--- src/rtl/instruction_fetch.sv ---
// IF stage: owns the PC, fetches over a request/ready handshake to instruction memory and
// drives the IF/ID register. It honours decode stall controls and branch redirects.
module instruction_fetch #(
  parameter logic [31:0] RESET_PC = 32'h0000_0000,
  parameter logic [31:0] PC_STEP  = 32'd4,
  parameter logic [31:0] NOP      = 32'h0000_0000
) (
  input  logic        clk,
  input  logic        reset,
  input  logic        pcWrite,
  input  logic        ifIdWrite,
  input  logic        branch,
  input  logic [31:0] branchProgramCounter,
  output logic        imemRequest,
  output logic [31:0] imemAddress,
  input  logic        imemReady,
  input  logic [31:0] imemData,
  output logic [31:0] instruction,
  output logic [31:0] programCounterOut,
  output logic        instructionValid
);

  typedef enum logic [1:0] {StFetch, StBuffered, StDiscard} state_e;

  state_e      state_q;
  logic [31:0] pc_q;
  logic        req_q;
  logic [31:0] instr_q;
  logic [31:0] pc_out_q;
  logic        valid_q;
  logic [31:0] buf_instr_q;
  logic [31:0] buf_pc_q;
  logic [31:0] redirect_q;

  logic [31:0] pc_inc;
  logic        xfer;

  assign pc_inc = pc_q + PC_STEP;
  assign xfer   = req_q & imemReady;

  assign imemRequest       = req_q;
  assign imemAddress       = pc_q;
  assign instruction       = instr_q;
  assign programCounterOut = pc_out_q;
  assign instructionValid  = valid_q;

  always_ff @(posedge clk) begin
    if (reset) begin
      state_q     <= StFetch;
      pc_q        <= RESET_PC;
      req_q       <= 1'b0;
      instr_q     <= NOP;
      pc_out_q    <= '0;
      valid_q     <= 1'b0;
      buf_instr_q <= '0;
      buf_pc_q    <= '0;
      redirect_q  <= '0;
    end else begin
      req_q <= 1'b1;
      case (state_q)
        StFetch: begin
          if (xfer) begin
            if (branch) begin
              pc_q    <= branchProgramCounter;
              instr_q <= NOP;
              valid_q <= 1'b0;
            end else if (pcWrite && ifIdWrite) begin
              instr_q  <= imemData;
              pc_out_q <= pc_inc;
              valid_q  <= 1'b1;
              pc_q     <= pc_inc;
            end else begin
              // Park the fetched word so the request can complete despite the stall.
              buf_instr_q <= imemData;
              buf_pc_q    <= pc_inc;
              state_q     <= StBuffered;
              req_q       <= 1'b0;
            end
          end else if (branch) begin
            instr_q <= NOP;
            valid_q <= 1'b0;
            if (req_q) begin
              // A raised request cannot be withdrawn; wait it out, then redirect.
              redirect_q <= branchProgramCounter;
              state_q    <= StDiscard;
            end else begin
              pc_q <= branchProgramCounter;
            end
          end else if (ifIdWrite) begin
            instr_q <= NOP;
            valid_q <= 1'b0;
          end
        end
        StBuffered: begin
          req_q <= 1'b0;
          if (branch) begin
            pc_q    <= branchProgramCounter;
            instr_q <= NOP;
            valid_q <= 1'b0;
            state_q <= StFetch;
            req_q   <= 1'b1;
          end else if (pcWrite && ifIdWrite) begin
            instr_q  <= buf_instr_q;
            pc_out_q <= buf_pc_q;
            valid_q  <= 1'b1;
            pc_q     <= pc_inc;
            state_q  <= StFetch;
            req_q    <= 1'b1;
          end
        end
        StDiscard: begin
          if (branch || ifIdWrite) begin
            instr_q <= NOP;
            valid_q <= 1'b0;
          end
          if (imemReady) begin
            pc_q    <= branch ? branchProgramCounter : redirect_q;
            state_q <= StFetch;
          end else if (branch) begin
            redirect_q <= branchProgramCounter;
          end
        end
        default: state_q <= StFetch;
      endcase
    end
  end

endmodule

--- config.mk ---
export PLATFORM = sky130hd
export DESIGN_NAME = instruction_fetch
export DESIGN_NICKNAME = d
export VERILOG_FILES = /design/src/rtl/instruction_fetch.sv
export SDC_FILE = /design/constraint.sdc
export NUM_CORES = 1
export LEC_CHECK = 0
export BUFFER_PORTS_ARGS = -buffer_cell sky130_fd_sc_hd__buf_2
export CAP_MARGIN = 20
export CORE_ASPECT_RATIO = 1.2
export CORE_MARGIN = 10
export CORE_UTILIZATION = 51
export DETAILED_ROUTE_END_ITERATION = 10
export PLACE_DENSITY_LB_ADDON = 0.1
export SLEW_MARGIN = 30
export SYNTH_ARGS = -nofsm -noshare
export SYNTH_HDL_FRONTEND = slang
export SYNTH_SLANG_ARGS = --single-unit
--- constraint.sdc ---
create_clock -name clk -period 2.35 [get_ports clk]
set_input_delay 0.5875 -clock clk [delete_from_list [all_inputs] [get_ports clk]]
set_output_delay 0.5875 -clock clk [all_outputs]
set_load 0.005 [all_outputs]
# Word level (Yosys, flattened, before mapping)

Index checks and enable logic that the tools add are counted.

Flip-flop bits (word level): 196
Bits in latches: 0
Bits in writable memories: 0
Bits in read-only memories: 0
Bits of input ports: 70
Output and inout bits: 98
Logic and storage cells: 95
Memories kept: 0

$add $sub $neg: 1
Multiply operators: 0
Div/mod/pow operators: 0
Order comparisons: 0
Eq/ne operators: 21
Shift-type cells: 0
Muxes and demuxes: 48
Bitwise gates (word level): 3
Reduce and logical (&&, ||, !) cells: 13

Operators with widths:

| cell                                          | number |
|---|---|
| two-way mux 32 bit                            | 24 |
| one-hot mux 32 bit (3 select lines)           | 2 |
| one-hot mux 32 bit (2 select lines)           | 2 |
| adder 32 x 3 -> 32 bit, second input constant | 1 |
| != test 2 bit, second input constant          | 11 |
| != test 3 bit, second input constant          | 6 |
| two-way mux 2 bit                             | 8 |
| AND reduction 6 bit                           | 2 |
| AND reduction 5 bit                           | 2 |
| two-way mux 1 bit                             | 9 |
| != test 4 bit, second input constant          | 2 |
| AND reduction 4 bit                           | 2 |
| one-hot mux 2 bit (3 select lines)            | 1 |
| nonzero test 2 bit                            | 2 |
| one-hot mux 1 bit (3 select lines)            | 1 |
| AND reduction 3 bit                           | 1 |
| nonzero test 3 bit                            | 1 |
| == test 2 x 1 -> 1 bit, second input constant | 1 |
| == test 2 bit, second input constant          | 1 |
| zero test 2 bit                               | 1 |
| inverter 1 bit                                | 2 |
| one-hot mux 1 bit (2 select lines)            | 1 |
| AND 1 bit                                     | 1 |
| logical AND 1 bit                             | 1 |
| logical OR 1 bit                              | 1 |

# Depth between registers and ports, before layout

Gate-level depths: netlist of the first run.

Depth after elaboration: 5
Mapped depth: 10
Depth with buffers taken out: 7

# Worst setup path after synthesis of the first run

Ideal clock, no wire load.

Kind: register -> register
Start point: reg state_q[0]
End point: reg pc_q[26] (netlist: imemAddress[26])
Setup time: 0.136 ns
Data arrival time: 2.111 ns
Required time: 2.214 ns
Slack: 0.103 ns
Stages on the path, launching flop included: 10
Buffers on the path: 2
Clock period less this slack: 2.247 ns
Path through: dfxtp_1 inv_1 ha_1 clkbuf_1 and3b_1 buf_2 nor2_1 nor2_1 a2111oi_0 a211oi_1

Longest elaborated chain between the ends: 3
Elaborated cells on any way between the ends: 9
Those cells by class: eq/ne: 5; mux: 1; reduce/logical: 3

Ends and longest elaborated chain:

| item                                                   | line | RTL |
|---|---|---|
| from (decl)                                            | 25   | `state_e state_q;` |
| from (signal assigned)                                 | 49   | `state_q <= StFetch;` |
| from (signal assigned)                                 | 76   | `state_q <= StBuffered;` |
| from (signal assigned)                                 | 85   | `state_q <= StDiscard;` |
| == test 2 bit (tied with other cells)                  | 60   | `case (state_q)` |
| != test 2 bit (no source line) (tied with other cells) | n/a  |  |
| AND reduction 4 bit (no source line)                   | n/a  |  |
| to (signal assigned)                                   | 64   | `pc_q <= branchProgramCounter;` |
| to (signal assigned)                                   | 71   | `pc_q <= pc_inc;` |
| to (signal assigned)                                   | 87   | `pc_q <= branchProgramCounter;` |
| to (decl)                                              | 26   | `logic [31:0] pc_q;` |

Parallel ways exist; a longest one is shown, timed or not.
A chain may end at the register's enable or synchronous reset.

# Final worst setup path of the first run

Start point: reg pc_q[8] (netlist: imemAddress[8])
End point: reg buf_pc_q[31]

Longest elaborated chain between the ends: 1

Ends and longest elaborated chain:

| item                   | line | RTL |
|---|---|---|
| adder 32 x 3 -> 32 bit | 38   | `assign pc_inc = pc_q + PC_STEP;` |
| to (signal assigned)   | 75   | `buf_pc_q <= pc_inc;` |
| to (decl)              | 32   | `logic [31:0] buf_pc_q;` |

No other way between the ends.

==> flow_metrics.tcl, run 1 <==
set metrics [dict create \
    outcome "finished, final reports clean" \
    grt_max_degree 59 \
    clkTransAtPathRegs_ns 0.08 \
    synth-seq-area-share_pct 42.1 \
    die_y_um 168 \
    post-route-period-util_pct 95.7 \
    regArea_mm2 0.00392 \
    synthFlopType "dfxtp_1" \
    leakage_uw 0.00436 \
    drive_above_1_share_pct 23.2 \
    start_util_pct 51.5 \
    place_ws_ns 0.0807 \
    die_w_um 143 \
    r2r-start "imemAddress[8]" \
    p_comb_share_pct 17.5 \
    startpoint_type "register" \
    nNetsFinal 1447 \
    intPower_uw 5600 \
    final_cell_mix "229 x nand2_1, 196 x dfxtp_1, 166 x buf_2" \
    finalHoldViolCount 0 \
    multiInputGateArea_mm2 0.00500 \
    worst_slew_pin_slew_ns 0.780 \
    die_area_mm2 0.0241 \
    first_iter_violations 807 \
    crit_type "reg -> reg" \
    maxSlewViolCount 0 \
    drtAntennaViolNets 0 \
    antenna_found_initial 2 \
    timing.hold.ws_ns 0.385 \
    synth_seq_cells 196 \
    viasPerCell 5.93 \
    num-fill-cells 1672 \
    num_rows 54 \
    syn-mean-instance-area_um2 7.77 \
    wirelength_mm 31.3 \
    fin_area_mm2 0.0115 \
    final_util_pct 63.6 \
    dr.pass1.iters 8 \
    drc 0 \
    track_usage_pct 25.6 \
    vias 9555 \
    min_path_type "in -> reg" \
    clock_power_share_pct 37.2 \
    end_kind "register" \
    clockBufferDepth 2 \
    finalClockSkew_ns 0.00854 \
    hpwlAfterDp_mm 22.6 \
    p_switching_uw 2380 \
    yosys_warnings 0 \
    fmax_mhz 445 \
    layout_setup_ws_ns 0.101 \
    numCtsBuffers 17 \
    synth_nets 1275 \
    p_seq_share_pct 45.2 \
    port_buffers 167 \
    synth_cell_type_count 70 \
    place_area_mm2 0.0109 \
    slew_headroom_pct 47.9 \
    routabilityCongestion 0.956 \
    peakVddDrop_mv 0.545 \
    cts_max_level 4 \
    grt_pass1_vias 9157 \
    worst-path-max-fanout 6 \
    crit_required_ns 2.69 \
    synth-edff-count 0 \
    overflow 0 \
    final_common_cell "nand2_1" \
    io_pins 168 \
    async_flop_share_pct 0 \
    setup.worst_path.start "imemAddress[8]" \
    cap_violations 0 \
    yosysTopAreaCell "dfxtp_1" \
    cp_data_arrival_time_ns 2.59 \
    setup_violations 0 \
    fin_crit_ns 2.25 \
    swShare_pct 29.8 \
    min-delay-start "imemData[29]" \
    clk_latency_ns 0.44 \
    netlist_instances 1200 \
    wl_per_cell_um 19.4 \
    area_growth_pct 23.5 \
    clock-sinks 196 \
    cts_root_buffer "clkbuf_16" \
    synth_area_leaders "dfxtp_1 42%, nand2_1 9.3%, a21oi_1 7.5%" \
    grt_pass1_wl_mm 49.7 \
    cts_tree "done" \
    pwr_density_cell_mw_per_mm2 693 \
    synth_top_area_share_pct 42.1 \
    core_area_mm2 0.0181 \
    syn_area_mm2 0.00932 \
]
[registers in the layout (all words and copies together), names as in the netlist]
| signal | cells |
|---|---|
| imemRequest | 1 |
| state_q | 2 |
| redirect_q | 32 |
| instructionValid | 1 |
| programCounterOut | 32 |
| buf_pc_q | 32 |
| instruction | 32 |
| buf_instr_q | 32 |
| imemAddress | 32 |
[synthesized netlist by cell type, types with 14 or more instances]
master and number:
o21ai_0 57, dfxtp_1 196, nand2_1 230, or3_1 36, a221oi_1 20, clkbuf_1 91, xnor2_1 14, a31oi_1 22
nor3_1 34, a21oi_1 139, nand3_1 21, a22oi_1 46, a211oi_1 21, nor2_1 73
[power by group through the flow]
stage	clock network, uW	registers, uW	logic (uW)
after CTS	3010	3600	1370
after detailed placement	0	3680	1360
after floorplan	0	3670	724
after global routing	3120	3620	1520
final	2970	3610	1400
after global placement	0	3670	1350
[layout make-up]
class / instances / share of cell area [%]
multi-input combinational: 882 / 43.5
sequential: 196 / 34.1
timing repair buffer: 261 / 14.3
clock buffer: 20 / 3.97
tap: 224 / 2.44
clock inverter: 12 / 1.23
inverter: 14 / 0.457
antenna: 2 / 0.0435
[worst max-delay path, stage by stage (launching register included)]
cell      delay, ns
dfxtp_1        0.42
nand4_2        0.17
or4_1          0.73
nor4_1         0.43
nor2_1         0.13
a211oi_1       0.28
[what timing repair did]
item	4_1_cts	5_1_grt
hold buffers	0	0
resized for setup	0	10
setup buffers	0	1
endpoints found under the setup margin	0	25
[layer usage]
| layer | up-vias | routed length (um) | GRT usage, % |
|---|---|---|---|
| met2 | 378 | 15100 | 42.7 |
| met4 | 0 | 1240 | 10.9 |
| met3 | 59 | 2250 | 5.69 |
| met1 | 4465 | 12700 | 31.0 |
| met5 | - | 0 | 0 |
| li1 | 4653 | - | - |
[final timing paths]
check                           to  slack [ns]  cells after the start
max                   buf_pc_q[31]        0.10                      5
min                buf_instr_q[29]        0.38                      3
max reg2reg           buf_pc_q[31]        0.10                      5
min reg2reg  programCounterOut[12]        0.45                      2
[stage by stage]
stage	setup TNS [ns]	instances	total power, uW
after detailed placement	0	1576	5040
after global routing	-0.0907	1610	8260
after CTS	0	1608	7970
after global placement	0	1576	5020
final	0	1611	7980
after floorplan	0	1200	4390
[cell families (layout without fill, tap and decap cells)]
kind of cell    count (synthesis)  in the layout  synth area share [%]
mux                             6              6                 0.644
other cells                     0              2                     0
fa+ha+maj                       5              5                 0.671
buf+inv                       122            307                  5.14
flops                         196            196                  42.1
compound gates                386            386                  26.5
xor+xnor                       23             23                  2.16
simple gates                  462            462                  22.8
(Power assumes the default switching activity.)
==> run 2: changes to the inputs <==
CAP_MARGIN = 25   (was 20)
REMOVE_ABC_BUFFERS = 1   (was not set)
==> run 2 against run 1 <==
  * Register-to-register slack worse by 0.04 ns
  * Clock skew is 0.0042 ns higher
  * Die area unchanged
  * Design area is 0.57% higher
  * Global-route usage is 0.96 points lower
  * Non-clock buffer count grew 2
  * Critical endpoint is now imemAddress[0]
  * Largest cell class unchanged
==> flow_metrics.tcl, run 2 (same netlist as run 1, synthesis figures left out) <==
set metrics [dict create \
    crit_required_ns 2.68 \
    num_rows 54 \
    multiInputGateArea_mm2 0.00501 \
    worst_slew_pin_slew_ns 0.896 \
    fin_area_mm2 0.0116 \
    dr.pass1.iters 6 \
    drive_above_1_share_pct 23.5 \
    cts_tree "done" \
    final_util_pct 63.9 \
    swShare_pct 29.0 \
    min_path_type "in -> reg" \
    core_area_mm2 0.0181 \
    drtAntennaViolNets 0 \
    layout_setup_ws_ns 0.0591 \
    slew_headroom_pct 39.6 \
    worst-path-max-fanout 6 \
    setup-tns-final_ns 0 \
    io_pins 168 \
    p_comb_share_pct 17.1 \
    fin_crit_ns 2.29 \
    cap_violations 0 \
    clock-sinks 196 \
    track_usage_pct 24.7 \
    fmax_mhz 437 \
    routabilityCongestion 0.972 \
    grt_setup_unrepaired "yes" \
    r2r_slack_ns 0.06 \
    peakVddDrop_mv 0.466 \
    clock_power_share_pct 38.7 \
    die_w_um 143 \
    wl_per_cell_um 18.9 \
    final_cell_mix "229 x nand2_1, 196 x dfxtp_1, 166 x buf_2" \
    crit_type "reg -> reg" \
    grt_max_degree 79 \
    grt_pass1_wl_mm 48.3 \
    timing.rr.end "imemAddress[0]" \
    cp_data_arrival_time_ns 2.62 \
    vias 9583 \
    outcome "finished, final reports clean" \
    cts_root_buffer "clkbuf_16" \
    first_iter_violations 826 \
    area_growth_pct 24.2 \
    finalClockSkew_ns 0.0127 \
    die_y_um 168 \
    nNetsFinal 1449 \
    maxSlewViolCount 0 \
    numCtsBuffers 17 \
    intPower_uw 5770 \
    antenna_found_initial 0 \
    p_seq_share_pct 44.2 \
    port_buffers 167 \
    viasPerCell 5.95 \
    p_switching_uw 2360 \
    post-route-period-util_pct 97.5 \
    pwr_density_cell_mw_per_mm2 702 \
    setup.worst_path.start "state_q[0]" \
    hpwlAfterDp_mm 21.7 \
    clkTransAtPathRegs_ns 0.08 \
    num-fill-cells 1629 \
    timing.hold.ws_ns 0.392 \
    antennaDiodeCount 0 \
    place_ws_ns 0.0707 \
    grt_pass1_vias 9026 \
    end_kind "register" \
    r2r-start "state_q[0]" \
    startpoint_type "register" \
    leakage_uw 0.00440 \
    drc 0 \
    start_util_pct 51.5 \
    die_area_mm2 0.0241 \
    setup_violations 0 \
    regArea_mm2 0.00392 \
    cts_max_level 4 \
    place_area_mm2 0.0109 \
    clk_latency_ns 0.44 \
    overflow 0 \
    reg2reg_depth 7 \
    final_common_cell "nand2_1" \
    crit_path_end "imemAddress[0]" \
    wirelength_mm 30.4 \
    clockBufferDepth 2 \
    finalHoldViolCount 0 \
]
run 2: per-stage QoR:
step,total power (uW),cells
floorplan,4290,1092
global placement,5010,1578
detailed placement,5020,1578
CTS,8140,1610
global route,8460,1611
finish,8130,1611
run 2: timing repair:
item | CTS | global route
setup endpoints to repair | 0 | 55
resized for setup | 0 | 14
hold buffers | 0 | 0
buffers inserted | 0 | 1
run 2: power by group through the flow:
stage          Clock, uW  Sequential, uW  Combinational [uW]
2_1_floorplan          0            3690                 601
3_3_place_gp           0            3660                1350
3_5_place_dp           0            3660                1360
4_1_cts             3190            3590                1370
5_1_grt             3320            3610                1520
6_report            3140            3590                1390
run 2: worst min-delay path by stage:
| stage | start | depth (start not counted) | to | slack, ns |
|---|---|---|---|---|
| floorplan | redirect_q[29] | 2 | redirect_q[29] | 0.43 |
| detailed placement | programCounterOut[8] | 2 | programCounterOut[8] | 0.44 |
| CTS | imemData[28] | 3 | buf_instr_q[28] | 0.38 |
| finish | imemData[28] | 3 | buf_instr_q[28] | 0.39 |
| global route | imemData[28] | 3 | buf_instr_q[28] | 0.38 |
| global placement | instruction[16] | 2 | instruction[16] | 0.44 |
run 2: cell type report:
type	count	area share [%]
clock inverters	15	1.86
clock buffers	17	3.68
flip-flops and latches	196	33.9
multi-input cells	882	43.3
repair buffers	263	14.4
inverters	14	0.454
well taps	224	2.42
run 2: per-layer routing:
layer	share of wire (%)	up-vias	global-route usage, %
li1	-	4655	-
met1	43	4500	32.1
met2	46	375	39.4
met3	7.6	53	4.84
met4	2.6	0	9.60
met5	0	-	0
run 2: critical path: stages, from the launching register on:
cell,delay (ns)
dfxtp_1,0.39
inv_1,0.08
ha_2,0.34
and3b_1,0.22
o21ai_0,0.73
nand2_1,0.16
a22oi_1,0.22
nor2_1,0.06
